$ cat src/rtl/spi_aes_pkg.sv
// rtl/spi_aes_pkg.sv - shared types and constants for the AES SPI host
package spi_aes_pkg;

    localparam int BLOCK_W    = 128;
    localparam int GAP_SCK    = 2;
    localparam int SETTLE_SCK = 2;

    typedef enum logic [3:0] {
        ST_IDLE,
        ST_LOAD,
        ST_GAP,
        ST_STRT,
        ST_WAIT_HI,
        ST_WAIT_LO,
        ST_SETTLE,
        ST_READ,
        ST_DONE
    } state_t;

endpackage

$ cat src/rtl/spi_sck_gen.sv
// rtl/spi_sck_gen.sv - SCK divider with edge strobes one CLK ahead of each SCK transition
module spi_sck_gen #(
    parameter int CLK_DIV = 4
) (
    input  logic clk,
    input  logic rst_n,
    input  logic en,
    output logic sck,
    output logic rise_tick,
    output logic fall_tick
);

    localparam int DIV_W = $clog2(CLK_DIV);

    logic [DIV_W-1:0] div_cnt;
    logic             edge_tick;

    assign edge_tick = en && (div_cnt == DIV_W'(CLK_DIV - 1));
    assign rise_tick = edge_tick && !sck;
    assign fall_tick = edge_tick && sck;

    always_ff @(posedge clk) begin
        if (!rst_n || !en) begin
            div_cnt <= '0;
            sck     <= 1'b0;
        end else if (edge_tick) begin
            div_cnt <= '0;
            sck     <= ~sck;
        end else begin
            div_cnt <= div_cnt + DIV_W'(1);
        end
    end

endmodule

$ cat src/rtl/spi_aes_host.sv
// rtl/spi_aes_host.sv - host-side SPI controller driving the AES SPI peripheral
module spi_aes_host
    import spi_aes_pkg::*;
#(
    parameter int CLK_DIV       = 4,
    parameter int MISO_LAT      = 1,
    parameter int BUSY_RISE_MAX = 16,
    parameter int BUSY_TIMEOUT  = 4096
) (
    input  logic               CLK,
    input  logic               RST_N,
    input  logic               req_valid,
    output logic               req_ready,
    input  logic [BLOCK_W-1:0] req_data,
    input  logic               req_encrypt,
    output logic               rsp_valid,
    input  logic               rsp_ready,
    output logic [BLOCK_W-1:0] rsp_data,
    output logic               rsp_error,
    output logic               SCK,
    output logic               MOSI,
    input  logic               MISO,
    output logic               NORM_CS_N,
    output logic               START,
    output logic               ENCRYPT_NDECRYPT,
    input  logic               BUSY
);

    localparam int WAIT_W     = $clog2(BUSY_TIMEOUT + 1);
    localparam int READ_EDGES = BLOCK_W + MISO_LAT;

    state_t             state, state_n;
    logic               sck_en, rise_tick, fall_tick, accept;
    logic               busy_meta, busy_sync;
    logic [7:0]         bit_cnt;
    logic [WAIT_W-1:0]  wait_cnt;
    logic [BLOCK_W-1:0] shift;

    assign accept = req_valid && req_ready;
    // The peripheral's AES core runs off SCK, so SCK keeps toggling through the waits.
    assign sck_en = (state != ST_IDLE) && (state != ST_DONE);

    spi_sck_gen #(.CLK_DIV(CLK_DIV)) u_sck_gen (
        .clk       (CLK),
        .rst_n     (RST_N),
        .en        (sck_en),
        .sck       (SCK),
        .rise_tick (rise_tick),
        .fall_tick (fall_tick)
    );

    always_comb begin
        state_n = state;
        case (state)
            ST_IDLE:    if (accept) state_n = ST_LOAD;
            ST_LOAD:    if (fall_tick && !NORM_CS_N && bit_cnt == 8'(BLOCK_W)) state_n = ST_GAP;
            ST_GAP:     if (fall_tick && bit_cnt == 8'(GAP_SCK - 1)) state_n = ST_STRT;
            ST_STRT:    if (fall_tick) state_n = ST_WAIT_HI;
            ST_WAIT_HI: begin
                if (rise_tick && busy_sync) state_n = ST_WAIT_LO;
                else if (rise_tick && wait_cnt == WAIT_W'(BUSY_RISE_MAX - 1)) state_n = ST_DONE;
            end
            ST_WAIT_LO: begin
                if (rise_tick && !busy_sync) state_n = ST_SETTLE;
                else if (rise_tick && wait_cnt == WAIT_W'(BUSY_TIMEOUT - 1)) state_n = ST_DONE;
            end
            ST_SETTLE:  if (fall_tick && bit_cnt == 8'(SETTLE_SCK)) state_n = ST_READ;
            ST_READ:    if (fall_tick && bit_cnt == 8'(READ_EDGES)) state_n = ST_DONE;
            ST_DONE:    if (rsp_valid && rsp_ready) state_n = ST_IDLE;
            default:    state_n = ST_IDLE;
        endcase
    end

    always_ff @(posedge CLK) begin
        if (!RST_N) begin
            state            <= ST_IDLE;
            bit_cnt          <= '0;
            wait_cnt         <= '0;
            shift            <= '0;
            busy_meta        <= 1'b0;
            busy_sync        <= 1'b0;
            MOSI             <= 1'b0;
            NORM_CS_N        <= 1'b1;
            START            <= 1'b0;
            ENCRYPT_NDECRYPT <= 1'b1;
            req_ready        <= 1'b0;
            rsp_valid        <= 1'b0;
            rsp_data         <= '0;
            rsp_error        <= 1'b0;
        end else begin
            state     <= state_n;
            busy_meta <= BUSY;
            busy_sync <= busy_meta;

            if (state_n != state) begin
                bit_cnt  <= '0;
                wait_cnt <= '0;
            end else begin
                if (rise_tick && ((state == ST_LOAD && !NORM_CS_N) || state == ST_READ))
                    bit_cnt <= bit_cnt + 8'd1;
                if (fall_tick && (state == ST_GAP || state == ST_SETTLE))
                    bit_cnt <= bit_cnt + 8'd1;
                if (rise_tick && (state == ST_WAIT_HI || state == ST_WAIT_LO))
                    wait_cnt <= wait_cnt + WAIT_W'(1);
            end

            case (state)
                ST_IDLE: begin
                    req_ready <= !accept;
                    if (accept) begin
                        shift            <= req_data;
                        ENCRYPT_NDECRYPT <= req_encrypt;
                    end
                end
                ST_LOAD: begin
                    // The first fall drops CS and presents the MSB ahead of the first counted rise.
                    if (fall_tick && state_n == ST_GAP) begin
                        NORM_CS_N <= 1'b1;
                        MOSI      <= 1'b0;
                    end else if (fall_tick) begin
                        NORM_CS_N <= 1'b0;
                        MOSI      <= shift[BLOCK_W-1];
                        shift     <= {shift[BLOCK_W-2:0], 1'b0};
                    end
                end
                ST_GAP:  if (state_n == ST_STRT) START <= 1'b1;
                ST_STRT: if (fall_tick) START <= 1'b0;
                ST_WAIT_HI, ST_WAIT_LO: begin
                    if (state_n == ST_DONE) begin
                        rsp_valid <= 1'b1;
                        rsp_error <= 1'b1;
                        rsp_data  <= '0;
                    end
                end
                ST_SETTLE: if (state_n == ST_READ) NORM_CS_N <= 1'b0;
                ST_READ: begin
                    if (rise_tick && bit_cnt >= 8'(MISO_LAT))
                        shift <= {shift[BLOCK_W-2:0], MISO};
                    if (state_n == ST_DONE) begin
                        NORM_CS_N <= 1'b1;
                        rsp_valid <= 1'b1;
                        rsp_error <= 1'b0;
                        rsp_data  <= shift;
                    end
                end
                ST_DONE: begin
                    if (state_n == ST_IDLE) begin
                        rsp_valid <= 1'b0;
                        req_ready <= 1'b1;
                    end
                end
                default: ;
            endcase
        end
    end

endmodule
$ cat config.mk
export PLATFORM = sky130hd
export DESIGN_NAME = spi_aes_host
export DESIGN_NICKNAME = d
export VERILOG_FILES = /design/src/rtl/spi_aes_pkg.sv /design/src/rtl/spi_sck_gen.sv /design/src/rtl/spi_aes_host.sv
export SDC_FILE = /design/constraint.sdc
export NUM_CORES = 1
export LEC_CHECK = 0
export ABC_CLOCK_PERIOD_IN_PS = 2300
export BUFFER_PORTS_ARGS = -buffer_cell sky130_fd_sc_hd__buf_4
export CAP_MARGIN = 20
export CORE_MARGIN = 10
export CORE_UTILIZATION = 49
export CTS_BUF_LIST = sky130_fd_sc_hd__clkbuf_16
export DETAILED_ROUTE_END_ITERATION = 7
export PLACE_DENSITY = 0.76
export RECOVER_POWER = 100
export SLEW_MARGIN = 20
export SYNTH_ARGS = -nofsm -noshare
export SYNTH_HDL_FRONTEND = slang
export SYNTH_SLANG_ARGS = --single-unit
export TNS_END_PERCENT = 50
$ cat constraint.sdc
create_clock -name CLK -period 2.3 [get_ports CLK]
set_input_delay 0.115 -clock CLK [delete_from_list [all_inputs] [get_ports CLK]]
set_output_delay 0.115 -clock CLK [all_outputs]
set_load 0.01 [all_outputs]
==> Yosys cells after proc, flatten, opt, wreduce, memory -nomap -nowiden <==
Cells that the tools add are included.
{ "classes": {"n_reduce_logical": 54, "n_addsub": 3, "n_eq_ne": 33, "n_lt_le_gt_ge": 1, "mux": 37, "n_bitwise": 2} }
{ "op_table": {"columns": ["op", "n"], "rows": [
  ["two-way mux 128 bit", 6],
  ["one-hot mux 128 bit (3 select lines)", 1],
  ["one-hot mux 128 bit (2 select lines)", 1],
  ["two-way mux 4 bit", 11],
  ["one-hot mux 4 bit (9 select lines)", 1],
  ["logical AND 1 bit", 21],
  ["equality test 4 x 3 -> 1 bit, second input constant", 5],
  ["equality test 4 x 2 -> 1 bit, second input constant", 4],
  ["equality test 8 bit, second input constant", 2],
  ["two-way mux 8 bit", 2],
  ["adder 13 x 1 -> 13 bit, second input constant", 1],
  ["equality test 13 x 12 -> 1 bit, second input constant", 1],
  ["equality test 13 x 4 -> 1 bit, second input constant", 1],
  ["inequality test 2 bit, second input constant", 6],
  ["nonzero test 2 bit", 6],
  ["two-way mux 1 bit", 10],
  ["inequality test 2 x 1 -> 1 bit, second input constant", 5],
  ["AND reduction 3 bit", 3],
  ["adder 8 x 1 -> 8 bit, second input constant", 1],
  ["equality test 4 bit, second input constant", 2],
  ["equality test 8 x 1 -> 1 bit, second input constant", 1],
  ["equality test 8 x 2 -> 1 bit, second input constant", 1],
  ["greater-or-equal comparator 8 x 1 -> 1 bit, second input constant", 1],
  ["zero test 4 bit", 2],
  ["other kinds (18)", 35]
]} }
{ "totals": {"inputBits": 135, "word_cells": 146, "output_inout_bits": 136, "reg_bits": 293} }

==> Longest topological paths before layout <==
Gate-level depths: netlist of the first run.
{ "depth": {"word_depth": 12, "mapped_depth": 11, "mapped_depth_nobuf": 9} }

==> Modules after synthesis <==
A second synthesis of the first run with hierarchy kept.
{ "unflattened": {"cells_unflattened": 1233, "hier_area_um2": 12553.3} }
{ "modules_own_cells": {"columns": ["mod", "cells_per_inst", "area_per_inst_um2", "n_inst"], "rows": [
  ["spi_aes_host", 1221, 12436.9, 1],
  ["spi_sck_gen", 12, 116.4, 1]
]} }

==> Worst setup path after synthesis of the first run <==
OpenSTA, ideal clock, no wires.
{ "synth_timing": {"path_kind": "reg2reg", "start": "reg u_sck_gen.div_cnt[0]", "end": "reg bit_cnt[2]", "setup_slack_ps": 92, "setup_time_ps": 62, "period_less_slack_ps": 2208, "path_stages_with_launch": 11, "arrival_ps": 2145, "n_path_buf": 2, "path_cell_list": "dfxtp_1 ha_1 buf_4 o311a_4 nand4_4 a2bb2oi_1 or4b_4 xnor2_2 nand4b_2 buf_6 nor2_2"} }
{ "synth_via": {"elab_chain_len": 9, "elab_cells_between_ends": 29} }
{ "synth_rtl": {"columns": ["item", "line_no", "text"], "rows": [
  ["start: declaration", "spi_sck_gen.sv:15", "logic [DIV_W-1:0] div_cnt;"],
  ["start signal: assignment", "spi_sck_gen.sv:30", "div_cnt <= div_cnt + DIV_W'(1);"],
  ["equality test 2 bit *", "spi_sck_gen.sv:18", "assign edge_tick = en && (div_cnt == DIV_W'(CLK_DIV - 1));"],
  ["logical AND 1 bit *", "spi_sck_gen.sv:18", null],
  ["logical AND 1 bit, on equally long branches", "spi_sck_gen.sv:19, spi_sck_gen.sv:20", null],
  ["logical AND 1 bit, on equally long branches", "spi_aes_host.sv:65, spi_aes_host.sv:56, spi_aes_host.sv:61", null],
  ["two-way mux 4 bit (tied with other cells)", "spi_aes_host.sv:65", "else if (rise_tick && wait_cnt == WAIT_W'(BUSY_TIMEOUT - 1)) state_n = ST_DONE;"],
  ["two-way mux 4 bit, on equally long branches", "spi_aes_host.sv:64, spi_aes_host.sv:56, spi_aes_host.sv:60", null],
  ["one-hot mux 4 bit (9 select lines)", "spi_aes_host.sv:54", "case (state)"],
  ["inequality test 4 bit", "spi_aes_host.sv:95", "if (state_n != state) begin"],
  ["OR reduction 2 bit (no source line)", null, null],
  ["end signal: assignment", "spi_aes_host.sv:100", "bit_cnt <= bit_cnt + 8'd1;"],
  ["end signal: assignment", "spi_aes_host.sv:102", "bit_cnt <= bit_cnt + 8'd1;"],
  ["end: declaration", "spi_aes_host.sv:35", "logic [7:0] bit_cnt;"]
]} }
Every way passes the cells marked *; elsewhere a longest branch is shown, timed or not.
A chain may end at the register's enable or synchronous reset.

==> Worst setup path in the final report of the first run <==
{ "layout_timing": {"start": "reg state[1]", "end": "reg rsp_data[44]"} }
{ "layout_via": {"elab_chain_len": 11, "elab_cells_between_ends": 43} }
{ "layout_rtl": {"columns": ["item", "line_no", "text"], "rows": [
  ["start: declaration", "spi_aes_host.sv:32", "state_t state, state_n;"],
  ["start signal: assignment", "spi_aes_host.sv:91", "state <= state_n;"],
  ["inequality test 4 bit or nonzero test 4 bit (tied branches)", "spi_aes_host.sv:41", "assign sck_en = (state != ST_IDLE) && (state != ST_DONE);"],
  ["logical AND 1 bit", "spi_aes_host.sv:41", null],
  ["logical AND 1 bit", "spi_sck_gen.sv:18", null],
  ["logical AND 1 bit, on equally long branches", "spi_sck_gen.sv:19, spi_sck_gen.sv:20", null],
  ["logical AND 1 bit, on equally long branches", "spi_aes_host.sv:65, spi_aes_host.sv:56, spi_aes_host.sv:61", null],
  ["two-way mux 4 bit (tied with other cells)", "spi_aes_host.sv:65", null],
  ["two-way mux 4 bit, on equally long branches", "spi_aes_host.sv:64, spi_aes_host.sv:56, spi_aes_host.sv:60", null],
  ["one-hot mux 4 bit (9 select lines)", "spi_aes_host.sv:54", null],
  ["equality test 4 bit", "spi_aes_host.sv:129, spi_aes_host.sv:139", null],
  ["inequality test 2 bit (no source line) or inequality test 2 x 1 -> 1 bit (tied branches)", null, null],
  ["AND reduction 3 bit (no source line)", null, null],
  ["end signal: assignment", "spi_aes_host.sv:143", "rsp_data <= shift;"],
  ["end: declaration", "spi_aes_host.sv:18", "output logic [BLOCK_W-1:0] rsp_data,"]
]} }
Parallel ways exist; a longest one is shown, timed or not.

==> out/qor.txt, run 1 <==
Final GP Congestion - 0.884
fmax - 0.431 GHz
Avg Cell Area, Syn - 10.2 um^2
IO Port Bufs - 270
antenna violations before repair - 0
CP max-delay cell - or3_4
prevailing post-synth register cell - dfxtp_1
via count - 11,181
die height - 180 um
Total GRT Usage - 22.0%
Die X - 180 um
most area-consuming cells after synthesis - dfxtp_1 47%, mux2i_1 10%, o211a_1 10%, a22oi_1 7.7%, nor2b_1 6.5%
Yosys Warn Count - 0
critical path buffer and inverter count - 4
Async S/R FF share, synth - 0%
failing checks - hold timing, setup timing
Power Dens Cells - 720 nW/um^2
row cnt - 58
Most common cell on crit path - buf_12
CP cell instances - buf_4, nor3_2, nor2_2, and4_1, or3_4, nand3b_4, buf_12, buf_12, buf_12, a22oi_2, nor2b_1
Final Slew Violations - 0
CP arrival - 2800 ps
HP Class - in -> reg
Antenna Cells - 0
Max stage delay on crit path - 370 ps
Cell Area, Synth - 12,500 um^2
WP data required - 2780 ps
Iteration-0 DRC Markers - 936
pre-CTS setup slack - -118 ps
WHS - -9.42 ps
Critical Path End Type - flop
Distinct cells, synth - 62
io pins - 271
status - finished, violations left
Slew Limit Headroom - 7.94%
CORE AREA - 25,200 um^2
Total Wirelength - 38,800 um
min Tclk post-route - 2320 ps
Post-DRT Antenna Nets - 0
H-Tree Depth - 1
final hold vios - 1
Synthesized Nets - 1,375
first-pass GRT wire length - 60,400 um
share of cells above drive strength 1 - 21.1%
DIE AREA - 32,400 um^2
RSZ-0062 raised after global routing - yes
setup ws final - -20.5 ps
DR vias/cell - 5.59
Clk pin slew, worst setup/hold paths - 60 ps
first drt pass iteration count - 5
VDD IR-drop max - 0.000624 V
most numerous cell in the Yosys netlist - dfxtp_1
maximum clock insertion buffer count - 3
fin crit share - 101%
worst slew pin tran - 1380 ps
post-detail-place hpwl - 22,900 um
Setup Crit Path Kind - reg -> reg
Max Clock Skew - 11.5 ps
startpoint class of the critical path - flop
Gate Count Post-Synth - 1,234
nets@finish - 1,791
CTS tree - done
CTS Root Cell - clkbuf_16
Routed WL per cell - 19.4 um
GRT overflow - 0
setup TNS - -194 ps
CTS Buf Count - 31
Area Overhead vs Synth - 41.3%
vias in the first global route - 11,067
max-capacitance violation count - 0
EDFF count, synth - 0
post-synthesis sequential area ratio - 46.8%
CTS Sinks - 293
top-area cell type share of the netlist area - 46.8%
Static Leak - 8.51 nW
number of remaining DRC errors - 0
Final Util - 70.3%
Yosys reg bits - 293
Top delay family on crit path - simple AND/OR/NAND/NOR gates
Initial Util - 49.8%
Worst-Skew Late Latency - 550 ps
# setup viols final - 33
largest area contributor in the netlist - dfxtp_1
largest net degree at the start of global routing - 141
largest fanout on the critical path - 8
Commonest cells post-synth - 293 x dfxtp_1, 149 x nand2_1, 131 x mux2i_1, 131 x nor2b_1
-- logic make-up (layout without fill, tap and decap cells) --
kind of cell / after synthesis / count (layout) / share of synthesized area, %
compound gates: 286 / 286 / 19.7
xor+xnor: 20 / 20 / 1.46
fa+ha+maj: 6 / 6 / 0.599
buf+inv: 115 / 551 / 4.56
flops: 293 / 293 / 46.8
mux: 132 / 132 / 10.5
simple gates: 382 / 383 / 16.4
-- flip-flops by register name (all words and copies together), names as in the netlist --
signal             count
req_ready              1
shift                128
rsp_error              1
START                  1
ENCRYPT_NDECRYPT       1
u_sck_gen.sck          1
rsp_data             128
rsp_valid              1
MOSI                   1
NORM_CS_N              1
bit_cnt                8
busy_sync              1
busy_meta              1
u_sck_gen.div_cnt      2
wait_cnt              13
state                  4
-- what timing repair did --
| action | CTS | global route |
|---|---|---|
| setup buffers | 4 | 4 |
| hold buffers | 132 | 0 |
| endpoints found under the setup margin | 221 | 205 |
| gates cloned | 5 | 3 |
| gates resized for setup | 41 | 50 |
| pin swaps | 20 | 25 |
| endpoints found under the hold margin | 131 | 0 |
-- tightest hold or removal path, delay by kind of cell --
kind	cells	cell delay, ps
multiplexers	1	80
AO/OA/AOI/OAI	1	140
AND/OR/NAND/NOR	1	90
buffers and inverters	1	80
-- metal layers --
layer	vias to the layer above	share of wire, %	GRT usage, %
li1	5296	-	-
met1	5410	42	26.8
met2	401	49	37.9
met4	0	2.9	7.11
met3	74	6.3	4.50
met5	-	0	0
-- layout make-up --
| cell class | instances | area (um^2) |
|---|---|---|
| clock buffer | 31 | 776 |
| inverter | 5 | 18.8 |
| multi-input combinational | 827 | 6450 |
| clock inverter | 23 | 288 |
| timing repair buffer | 492 | 3890 |
| tap | 330 | 413 |
| fill | 1871 | 7470 |
| sequential | 293 | 5880 |
-- where the power goes --
group / internal, mW / total, mW / switching (mW)
Combinational: 1.01 / 1.81 / 0.798
Clock: 3.21 / 5.26 / 2.05
Sequential: 5.40 / 5.68 / 0.277
-- path summary, 6_finish.rpt --
path / from / endpoint / slack [ps] / cells past startpoint
setup / recovery: state[1] / rsp_data[44] / -20 / 11
hold / removal: req_data[124] / shift[124] / -9 / 4
setup reg to reg: state[1] / rsp_data[44] / -20 / 11
hold reg to reg: busy_meta / busy_sync / 440 / 1
-- layout by cell type, fill, tap and decap left out, drive strengths merged, types with 5 or more instances in the layout --
| cell | count |
|---|---|
| inv | 8 |
| and2 | 6 |
| nor3 | 7 |
| ha | 6 |
| nand4 | 12 |
| nand2b | 5 |
| clkinv | 12 |
| o211a | 129 |
| a21oi | 9 |
| dlygate4sd3 | 132 |
| bufinv | 7 |
| a22oi | 129 |
| dfxtp | 293 |
| nor2b | 131 |
| clkbuf | 170 |
| mux2i | 131 |
| nor2 | 32 |
| buf | 221 |
| xnor2 | 7 |
| nand2 | 149 |
| nand3 | 9 |
| xor2 | 13 |
-- per-stage QoR --
stage               hold WS, ps  instances  total power [mW]  cell area [um^2]
global route               29.6       2001              13.2             17700
CTS                        9.32       1994              12.7             17900
global placement            330       1799              7.18             15200
detailed placement          327       1799              7.23             15200
finish                    -9.42       2001              12.7             17700
floorplan                   240       1234              6.68             12500
No activity file was read; power rests on OpenSTA's default activity.
==> run 2: changes to the inputs <==
CORE_ASPECT_RATIO = 1.1   (was default)
==> run 2 against run 1 <==
Effect of this change: the flow finishes with violations (setup timing); clock power shrank 7.0%; sequential share of layout area down 0.12 points; via count shrank 0.59%; critical path type unchanged; critical endpoint is now bit_cnt[7]; largest power group unchanged; highest routed layer unchanged.
==> out/qor.txt, run 2 (synthesized netlist as in run 1, its figures left out) <==
status - finished, violations left
failing checks - setup timing
fmax - 0.420 GHz
startpoint class of the critical path - flop
CP arrival - 2850 ps
Worst R2R Path Depth - 9
setup ws final - -81.5 ps
nets@finish - 1,807
Final Cell Area - 17,800 um^2
WHS - 142 ps
most common cell after layout, fill and taps aside - dfxtp_1
CTS tree - done
Final Power - 12.4 mW
RSZ-0062 raised after global routing - yes
setup TNS - -1350 ps
Initial Util - 49.6%
die height - 188 um
CTS Sinks - 293
worst slew pin tran - 1110 ps
row cnt - 61
switching part of the total power - 24.7%
Static Leak - 8.65 nW
min Tclk post-route - 2380 ps
maximum clock insertion buffer count - 3
# setup viols final - 37
IO Port Bufs - 270
Hold Path Stages - 4
Area Overhead vs Synth - 41.8%
CTS Root Cell - clkbuf_16
Setup Crit Path Kind - reg -> reg
final hold vios - 0
via count - 11,115
Clock Power Share - 39.5%
Comb pwr share - 14.5%
Power Dens Cells - 695 nW/um^2
vias in the first global route - 11,155
Pint - 9.30 mW
Total Wirelength - 38,400 um
most frequent cells in the layout - 282 x dfxtp_1, 204 x buf_4, 148 x nand2_1
DIE AREA - 32,400 um^2
DR vias/cell - 5.45
largest registers - rsp_data (128), shift (128), wait_cnt (13)
GRT overflow - 0
NetSw - 3.06 mW
Final Slew Violations - 0
Placed Area - 15,400 um^2
Total GRT Usage - 21.5%
Worst-Skew Late Latency - 540 ps
antenna violations before repair - 5
number of remaining DRC errors - 0
fin crit share - 104%
post-detail-place hpwl - 23,700 um
part of the power in registers - 45.9%
share of cells above drive strength 1 - 20.7%
R2R setup slack - -80 ps
Iteration-0 DRC Markers - 955
Final GP Congestion - 0.852
io pins - 271
CTS Buf Count - 30
WP data required - 2770 ps
Clk pin slew, worst setup/hold paths - 60 ps
Routed WL per cell - 18.8 um
first drt pass iteration count - 5
CORE AREA - 25,300 um^2
Critical Path End Type - flop
Post-DRT Antenna Nets - 0
Max Clock Skew - 9.44 ps
first-pass GRT wire length - 59,200 um
HP Class - in -> reg
Slew Limit Headroom - 26.2%
largest net degree at the start of global routing - 93
largest fanout on the critical path - 11
Die X - 173 um
max-capacitance violation count - 0
H-Tree Depth - 1
VDD IR-drop max - 0.000612 V
-- run 2: final timing paths --
check	endpoint	from
hold reg to reg	u_sck_gen.div_cnt[0]	u_sck_gen.div_cnt[0]
setup / recovery	bit_cnt[7]	state[2]
setup reg to reg	bit_cnt[7]	state[2]
hold / removal	req_ready	req_valid
-- run 2: cell type report --
| type | instances | area, um^2 |
|---|---|---|
| fill | 1913 | 7480 |
| multi-input combinational | 826 | 6300 |
| sequential | 293 | 5880 |
| timing repair buffer | 510 | 4140 |
| clock buffer | 31 | 776 |
| tap | 346 | 433 |
| clock inverter | 22 | 213 |
| inverter | 5 | 18.8 |
| antenna | 5 | 12.5 |
-- run 2: metal layers --
metal / up-vias / track usage [%] / wire [um]
met3: 84 / 3.46 / 2030
met2: 384 / 36.6 / 19000
met4: 0 / 9.01 / 1340
met5: - / 0 / 0
li1: 5324 / - / -
met1: 5323 / 26.4 / 16000
-- run 2: critical path, cell delays in order, from the launching register on --
cell,delay [ps]
dfxtp_2,400
buf_4,140
o311a_4,190
nand4_1,160
o2bb2ai_2,160
or4b_4,580
xnor2_4,200
nand4b_4,180
buf_12,190
nor2_2,100
-- run 2: metrics by stage --
| stage | setup slack [ps] | std cells | util, % |
|---|---|---|---|
| finish | -81.5 | 2038 | 70.4 |
| global route | -136 | 2038 | 70.4 |
| CTS | -1.86 | 2024 | 71.1 |
| detailed placement | -136 | 1828 | 60.8 |
| global placement | -53.3 | 1828 | 60.8 |
| floorplan | 92.4 | 1234 | - |
-- run 2: power groups by stage --
stage | Clock [mW] | Combinational, mW | Sequential [mW]
global route | 5.19 | 1.94 | 5.71
detailed placement | 0 | 1.47 | 5.77
finish | 4.89 | 1.80 | 5.68
CTS | 4.97 | 1.73 | 5.66
floorplan | 0 | 0.987 | 5.69
global placement | 0 | 1.44 | 5.76
-- run 2: timing repair --
item / 4_1_cts / 5_1_grt
endpoints found under the hold margin: 131 / 0
setup buffers: 7 / 2
hold buffers: 133 / 0
pin swaps: 5 / 16
gates resized for setup: 29 / 34
gates cloned: 3 / 7
endpoints found under the setup margin: 248 / 278
==> run 3: changes to the inputs <==
ABC_AREA = 1   (was default)
CORE_ASPECT_RATIO = default   (was 1.1)
CORE_UTILIZATION = 50   (was 49)
PLACE_DENSITY = 0.77   (was 0.76)
==> run 3 against run 2 <==
Effect of this change: first-iteration DRC count is 17% lower; the run now ends clean; critical path depth is 2 lower; maximum frequency is 9.2% higher; synthesized cell count is 34% higher; critical endpoint is now ENCRYPT_NDECRYPT.
==> out/qor.txt, run 3 <==
most common cell after layout, fill and taps aside - nand2_1
most area-consuming cells after synthesis - dfxtp_1 45%, nand2_1 8.6%, nor2_1 7.2%, a22oi_2 5.7%, inv_1 5.1%
H-Tree Depth - 1
VDD IR-drop max - 0.000500 V
prevailing post-synth register cell - dfxtp_1
pre-CTS setup slack - 56.4 ps
Final Slew Violations - 0
max-capacitance violation count - 0
Distinct cells, synth - 40
fin crit share - 94.9%
Synthesized Nets - 1,793
largest family of logic cells by synthesized area - compound AO/OA/AOI/OAI gates
first-pass GRT wire length - 61,900 um
maximum clock insertion buffer count - 3
Yosys reg bits - 293
WP data required - 2800 ps
post-detail-place hpwl - 25,100 um
Initial Util - 50.5%
Setup Crit Path Kind - reg -> reg
Max Clock Skew - 20.2 ps
Slew Limit Headroom - 56.5%
via count - 12,446
Post-DRT Antenna Nets - 0
worst slew pin tran - 653 ps
final hold vios - 0
Routed WL per cell - 16.4 um
CP arrival - 2680 ps
Worst-Skew Late Latency - 570 ps
nets@finish - 2,153
DP Cell Count - 2,190
most numerous cell in the Yosys netlist - nand2_1
Cell Area, Synth - 13,100 um^2
EDFF count, synth - 0
top-area cell type share of the netlist area - 44.8%
R2R setup slack - 120 ps
number of remaining DRC errors - 0
xor/xnor cell area share of the yosys netlist - 1.20%
Yosys Warn Count - 0
first drt pass iteration count - 5
Final Util - 67.4%
RSZ-0062 raised after global routing - yes
row cnt - 59
vias in the first global route - 12,151
post-synthesis mux area share - 0.0764%
status - completed
DIE AREA - 33,100 um^2
Final GP Congestion - 0.872
CTS tree - done
CTS Root Cell - clkbuf_16
# setup viols final - 0
Avg Cell Area, Syn - 7.93 um^2
fmax - 0.458 GHz
setup ws final - 118 ps
Die X - 182 um
GRT overflow - 0
filler-free cell count of the finished design - 2,372
io pins - 271
Total Wirelength - 39,000 um
DR vias/cell - 5.25
CTS Sinks - 293
FILL cells - 2,110
antenna violations before repair - 1
Async S/R FF share, synth - 0%
synthesized-area fraction occupied by adder cells - 0.573%
HP Class - in -> reg
largest net degree at the start of global routing - 97
largest registers - rsp_data (128), shift (128), wait_cnt (13)
Iteration-0 DRC Markers - 797
CTS Buf Count - 31
most frequent cells in the layout - 301 x nand2_1, 292 x dfxtp_1, 249 x nor2_1
largest fanout on the critical path - 4
startpoint class of the critical path - flop
IO Port Bufs - 270
share of cells above drive strength 1 - 20.3%
CORE AREA - 25,900 um^2
Clk pin slew, worst setup/hold paths - 60 ps
largest area contributor in the netlist - dfxtp_1
post-synthesis sequential area ratio - 44.8%
min Tclk post-route - 2180 ps
Total GRT Usage - 21.8%
simple-gate area share of the yosys netlist - 19.7%
die height - 182 um
setup TNS - 0 ps
Static Leak - 6.98 nW
Commonest cells post-synth - 301 x nand2_1, 293 x dfxtp_1, 251 x nor2_1
Area Overhead vs Synth - 33.2%
Critical Path End Type - flop
Synth Area in Compound Gates - 23.4%
Gate Count Post-Synth - 1,652
Power Dens Cells - 719 nW/um^2
## run 3: cell families (layout without fill, tap and decap cells)
| logic type | count (synthesis) | count (layout) |
|---|---|---|
| xor+xnor | 18 | 18 |
| simple gates | 627 | 627 |
| other cells | 0 | 1 |
| mux | 1 | 1 |
| compound gates | 404 | 404 |
| flops | 293 | 293 |
| fa+ha+maj | 6 | 6 |
| buf+inv | 303 | 687 |
## run 3: final timing paths
| kind | end | cells past startpoint | startpoint |
|---|---|---|---|
| setup / recovery | ENCRYPT_NDECRYPT | 7 | state[3] |
| hold / removal | shift[31] | 5 | req_data[31] |
| setup reg to reg | ENCRYPT_NDECRYPT | 7 | state[3] |
| hold reg to reg | u_sck_gen.div_cnt[0] | 1 | u_sck_gen.div_cnt[0] |
## run 3: area by class of cell
cell class	instances	area [um^2]	area share, %
flip-flops and latches	293	5870	33.6
well taps	335	419	2.40
multi-input cells	1056	5940	34.0
inverters	186	716	4.10
clock inverters	26	262	1.50
repair buffers	444	3470	19.9
diodes	1	2.50	0.0143
clock buffers	31	776	4.45
## run 3: timing repair
action	4_1_cts	5_1_grt
resized for setup	0	11
hold buffers	118	0
endpoints found under the setup margin	0	141
setup buffers	0	4
hold endpoints to repair	119	0
## run 3: through the flow
| stage | cell area [um^2] | total power, mW | hold WS (ps) |
|---|---|---|---|
| floorplan | 13100 | 6.74 | 213 |
| global placement | 15600 | 7.22 | 304 |
| detailed placement | 15600 | 7.27 | 305 |
| CTS | 17800 | 12.5 | 0.196 |
| global route | 17500 | 13.1 | 30.0 |
| finish | 17500 | 12.5 | 10.8 |
## run 3: where the power goes
group          leakage (nW)  total (mW)  switching (mW)  internal [mW]
registers              2.39        5.59           0.192           5.40
clock network         0.529        5.09            2.08           3.02
logic                  4.07        1.86            1.02          0.844
## run 3: worst max-delay path, cell delays in order, from the launching register on
cell and delay [ps]:
dfxtp_1 360, nor2_2 240, nand4_1 150, inv_1 110, nand2_1 60, dlygate4sd3_1 560
nand3_1 80, dlygate4sd3_1 570
## run 3: layer usage
layer | vias to the layer above | GRT usage (%) | routed length (um)
met3 | 88 | 4.77 | 2540
met1 | 5808 | 26.8 | 16500
li1 | 6129 | - | -
met4 | 0 | 8.01 | 1240
met2 | 421 | 36.7 | 18700
met5 | - | 0 | 0
